`config.mk`:
```
export PLATFORM = sky130hd
export DESIGN_NAME = spike_rate_monitor
export DESIGN_NICKNAME = d
export VERILOG_FILES = /design/src/rtl/spike_rate_monitor.sv
export SDC_FILE = /design/constraint.sdc
export NUM_CORES = 1
export LEC_CHECK = 0
export ABC_AREA = 1
export CORE_UTILIZATION = 25
export CTS_CLUSTER_DIAMETER = 30
export DETAILED_ROUTE_END_ITERATION = 6
export PLACE_DENSITY = 0.51
export SYNTH_ARGS = -nofsm -noshare
export SYNTH_HDL_FRONTEND = slang
export SYNTH_SLANG_ARGS = --single-unit
export TNS_END_PERCENT = 30
```
`constraint.sdc`:
```
create_clock -name clk -period 1.64 [get_ports clk]
set_input_delay 0.328 -clock clk [delete_from_list [all_inputs] [get_ports clk]]
set_output_delay 0.328 -clock clk [all_outputs]
set_load 0.03 [all_outputs]
```
`src/rtl/spike_rate_monitor.sv`:
```
// Spike onset rate monitor: counts spike onsets per fixed window (valid/ready readout)
// and measures the inter-spike interval between consecutive onsets.
module spike_rate_monitor #(
    parameter int WINDOW = 1000,
    parameter int WIN_W  = 10,
    parameter int CNT_W  = 8,
    parameter int ISI_W  = 12
) (
    input  logic             clk,
    input  logic             reset,
    input  logic             enable,
    input  logic             spike,
    output logic [CNT_W-1:0] rate_count,
    output logic             rate_valid,
    input  logic             rate_ready,
    output logic             overrun,
    output logic [ISI_W-1:0] isi,
    output logic             isi_valid
);

    typedef enum logic {W_IDLE, W_COUNT} win_state_t;
    typedef enum logic {NO_REF, TRACK} isi_state_t;

    localparam logic [CNT_W-1:0] CNT_MAX  = {CNT_W{1'b1}};
    localparam logic [ISI_W-1:0] GAP_MAX  = {ISI_W{1'b1}};
    localparam logic [WIN_W-1:0] WIN_LAST = WIN_W'(WINDOW - 1);

    win_state_t       win_state_reg, win_state_next;
    isi_state_t       isi_state_reg, isi_state_next;
    logic             spike_q_reg;
    logic [WIN_W-1:0] win_cnt_reg, win_cnt_next;
    logic [CNT_W-1:0] spk_cnt_reg, spk_cnt_next;
    logic [CNT_W-1:0] rate_count_reg, rate_count_next;
    logic             rate_valid_reg, rate_valid_next;
    logic             overrun_reg, overrun_next;
    logic [ISI_W-1:0] gap_reg, gap_next;
    logic [ISI_W-1:0] isi_reg, isi_next;
    logic             isi_valid_reg, isi_valid_next;

    logic             rise;
    logic             terminal;
    logic [CNT_W-1:0] spk_inc;

    assign rise     = spike & ~spike_q_reg;
    assign terminal = (win_state_reg == W_COUNT) && enable && (win_cnt_reg == WIN_LAST);
    // Saturating count including an onset that lands on the current cycle
    assign spk_inc  = (spk_cnt_reg == CNT_MAX) ? spk_cnt_reg
                                               : spk_cnt_reg + CNT_W'(rise);

    always_comb begin
        win_state_next  = win_state_reg;
        win_cnt_next    = win_cnt_reg;
        spk_cnt_next    = spk_cnt_reg;
        rate_count_next = rate_count_reg;
        rate_valid_next = rate_valid_reg;
        overrun_next    = overrun_reg;

        case (win_state_reg)
            W_IDLE: begin
                win_cnt_next = '0;
                spk_cnt_next = '0;
                if (enable)
                    win_state_next = W_COUNT;
            end
            W_COUNT: begin
                if (!enable) begin
                    // Partial window is discarded; the next window restarts from zero
                    win_state_next = W_IDLE;
                    win_cnt_next   = '0;
                    spk_cnt_next   = '0;
                end else if (terminal) begin
                    win_cnt_next = '0;
                    spk_cnt_next = '0;
                end else begin
                    win_cnt_next = win_cnt_reg + WIN_W'(1);
                    spk_cnt_next = spk_inc;
                end
            end
            default: begin
                win_state_next = W_IDLE;
                win_cnt_next   = '0;
                spk_cnt_next   = '0;
            end
        endcase

        // A result may replace one that is being accepted in the same cycle
        if (terminal) begin
            if (!rate_valid_reg || rate_ready) begin
                rate_count_next = spk_inc;
                rate_valid_next = 1'b1;
            end else begin
                overrun_next = 1'b1;
            end
        end else if (rate_valid_reg && rate_ready) begin
            rate_valid_next = 1'b0;
        end
    end

    always_comb begin
        isi_state_next = isi_state_reg;
        gap_next       = gap_reg;
        isi_next       = isi_reg;
        isi_valid_next = 1'b0;

        if (!enable) begin
            isi_state_next = NO_REF;
            gap_next       = '0;
        end else begin
            case (isi_state_reg)
                NO_REF: begin
                    if (rise) begin
                        isi_state_next = TRACK;
                        gap_next       = ISI_W'(1);
                    end
                end
                TRACK: begin
                    if (rise) begin
                        isi_next       = gap_reg;
                        isi_valid_next = 1'b1;
                        gap_next       = ISI_W'(1);
                    end else if (gap_reg != GAP_MAX) begin
                        gap_next = gap_reg + ISI_W'(1);
                    end
                end
                default: isi_state_next = NO_REF;
            endcase
        end
    end

    always_ff @(posedge clk) begin
        if (reset) begin
            spike_q_reg    <= 1'b0;
            win_state_reg  <= W_IDLE;
            win_cnt_reg    <= '0;
            spk_cnt_reg    <= '0;
            rate_count_reg <= '0;
            rate_valid_reg <= 1'b0;
            overrun_reg    <= 1'b0;
            isi_state_reg  <= NO_REF;
            gap_reg        <= '0;
            isi_reg        <= '0;
            isi_valid_reg  <= 1'b0;
        end else begin
            spike_q_reg    <= spike;
            win_state_reg  <= win_state_next;
            win_cnt_reg    <= win_cnt_next;
            spk_cnt_reg    <= spk_cnt_next;
            rate_count_reg <= rate_count_next;
            rate_valid_reg <= rate_valid_next;
            overrun_reg    <= overrun_next;
            isi_state_reg  <= isi_state_next;
            gap_reg        <= gap_next;
            isi_reg        <= isi_next;
            isi_valid_reg  <= isi_valid_next;
        end
    end

    assign rate_count = rate_count_reg;
    assign rate_valid = rate_valid_reg;
    assign overrun    = overrun_reg;
    assign isi        = isi_reg;
    assign isi_valid  = isi_valid_reg;

endmodule

```
==> results.toml <==
[pwr]
power_mw = 2.31
swShare_pct = 24.7
power_switching_uw = 571
power_frac_seq_pct = 59.9
p_comb_share_pct = 6.5
clkPwrFrac_pct = 33.7
worst_ir_drop_vdd_mv = 0.318
p_int_mw = 1.74
power_density_mw_per_mm2 = 694
power.leakage_nw = 1.47

[cells_and_area]
nFillCells = 1088
fin_nets = 440
drive_gt1_share_pct = 13.9
multi_input_area_sq_mm = 0.00127
antenna_cells = 0
seq_area_sq_mm = 0.00112
area_delta_synth_final_pct = 28.6

[synth]
synth_mux_area_share_pct = 0
yosysTopAreaCell = "dfxtp_1"
synth_ff_type = "dfxtp_1"
synth_compound_area_share_pct = 8.60
yosys.area_share.simple_pct = 35.4
ys_seq_elements = 56
syn_avg_cell_area_sq_um = 6.91
synth_top_cell_area_share_pct = 43.3
netlist_area_sq_mm = 0.00259
synth_warnings = 0
synthXorXnorAreaFrac_pct = 1.01
synth_top_family_by_area = "simple AND/OR/NAND/NOR gates"
async_reset_ff_share_pct = 0
yosys.cell_count.top_type = "nand2_1"
synth_top_cells_by_count = "87 x nand2_1, 66 x nor2_1, 56 x dfxtp_1"
synth_fa_ha_area_share_pct = 1.93
netlist_instances = 375
synth_area_leaders = "dfxtp_1 43%, nand2_1 13%, nor2_1 9.6%, inv_1 7.7%, nand3_1 5.8%"
yosysSeqAreaShare_pct = 43.3
synth.distinct_cells = 29
synth-edff-count = 0
syn_nets = 384

[global_routing]
grt_use_total_pct = 11.9
gr-total-overflow = 0
grt_first_pass_wirelength_mm = 10.6
antenna_found_initial = 0
grt_pass1_vias = 2264
grt_max_degree = 24

[clock_network]
clock_latency_ns = 0.31
cts.clk_slew.worst_paths_ns = 0.11
cts.sink_count = 56
clock-root-buffer = "clkbuf_8"
cts_tree = "done"
cts_buffer_depth = 2
numCtsBuffers = 5
htreeDepth = 2

[floorplan]
num_rows = 36
dieArea_sq_mm = 0.0108
die_h_um = 104
start_util_pct = 26.1
fp.dieW_um = 104
core-area_sq_mm = 0.00991
pin_count = 28

[setup_path]
critPathLaunchType = "flop"
crit_type = "reg -> reg"
cp.arrival_ns = 1.69
cp.required_ns = 1.84
crit_path_end_kind = "flop"
cpPeakStageDelay_ns = 0.37
critPathSlowestCell = "dfxtp_1"
crit_family = "simple AND/OR/NAND/NOR gates"
cp_max_fo = 18
path_buf_inv = 2
cp_cell_sequence = "ha_1 -> nand2_1 -> nor2_1 -> buf_4 -> nand3_2 -> nand4_2 -> buf_12 -> a21oi_1"

[timing]
skew_ns = 0.0147
rsz0062_at_grt = "false"
slew_headroom_pct = 70.8
period_share_pct = 90.7
period_minus_slack_ns = 1.49
setup_violations = 0
fmax_ghz = 0.673
worstMarginPinSlew_ns = 0.437
maxSlewViolCount = 0
hold_viol_final = 0
setup_slack_ns = 0.153

[placement]
pre_cts_ws_ns = -0.318
hpwl_mm = 4.52
place.gp.congestion = 0.844
port-buffer-count = 27

[run]
drv_cap = 0

[status]
status = "finished clean"

[detailed_routing]
drc = 0
vias = 2373
totalWireLength_mm = 6.14
drt_iter0_drc = 86
drt-wirelength-per-cell_um = 10.9
ant_nets = 0
firstDrtPassIters = 6
vias_per_cell = 4.20

[hold_path]
hold_class = "in -> reg"
## routing by layer
layer  up-vias  global-route usage, %  part of all wire (%)
li1       1286                      -                     -
met1      1042                   15.2                    49
met2        37                   20.7                    47
met3         8                   2.14                   2.8
met4         0                   2.76                  0.83
met5         -                      0                     0
## kinds of logic (layout without fill, tap and decap cells)
group,after synthesis,after routing
flops,56,56
simple gates,208,208
xor+xnor,3,3
buf+inv,60,117
compound gates,44,44
fa+ha+maj,4,4
## cell type report
| type | count | share of cell area [%] |
|---|---|---|
| clock buffers | 5 | 2.07 |
| clock inverters | 3 | 0.639 |
| inverters | 54 | 6.09 |
| multi-input cells | 259 | 38.0 |
| flip-flops and latches | 56 | 33.7 |
| well taps | 133 | 5.00 |
| repair buffers | 55 | 14.5 |
## worst paths after layout
kind	endpoint	startpoint	cells past startpoint	slack [ns]
min reg2reg	overrun	overrun	1	0.48
max reg2reg	spk_cnt_reg[2]	win_cnt_reg[1]	8	0.15
max	spk_cnt_reg[2]	win_cnt_reg[1]	8	0.15
min	spike_q_reg	spike	4	0.39
## placed cells by master (no fill, tap or decap), types with 5 or more instances in the layout
master         count
clkbuf_8           5
o21ai_0           18
inv_1             52
a21oi_1           23
nand3_1           27
nand2_1           86
dfxtp_1           56
buf_4             26
nor2_1            64
nor3_1             6
dlygate4sd2_1     22
## metrics by stage
step           cell area (sq um)  setup TNS [ns]  hold WS [ns]  cells  util [%]
2_1_floorplan               2590               0         0.397    375         -
3_3_place_gp                3210           -7.05         0.448    557      32.4
3_5_place_dp                3210           -8.48         0.457    557      32.4
4_1_cts                     3270               0         0.478    565      33.0
5_1_grt                     3330               0         0.402    565      33.6
6_report                    3330               0         0.391    565      33.6
## power groups by stage
stage               registers [mW]  clock network (mW)  logic [mW]
floorplan                     1.42                   0      0.0651
global route                  1.39               0.873       0.167
finish                        1.38               0.778       0.149
global placement              1.41                   0       0.150
CTS                           1.38               0.816       0.149
detailed placement            1.41                   0       0.151
## tightest hold or removal path, stage by stage
cell and delay [ns]:
dlymetal6s2s_1 0.13, inv_2 0.08, buf_4 0.11, nor2_1 0.03
## what timing repair did
action / 4_1_cts / 5_1_grt
resized for setup: 22 / 15
hold buffers: 0 / 0
setup endpoints to repair: 22 / 21
buffers inserted: 0 / 0
pin swaps: 0 / 3
No activity file was read; power rests on OpenSTA's default activity.
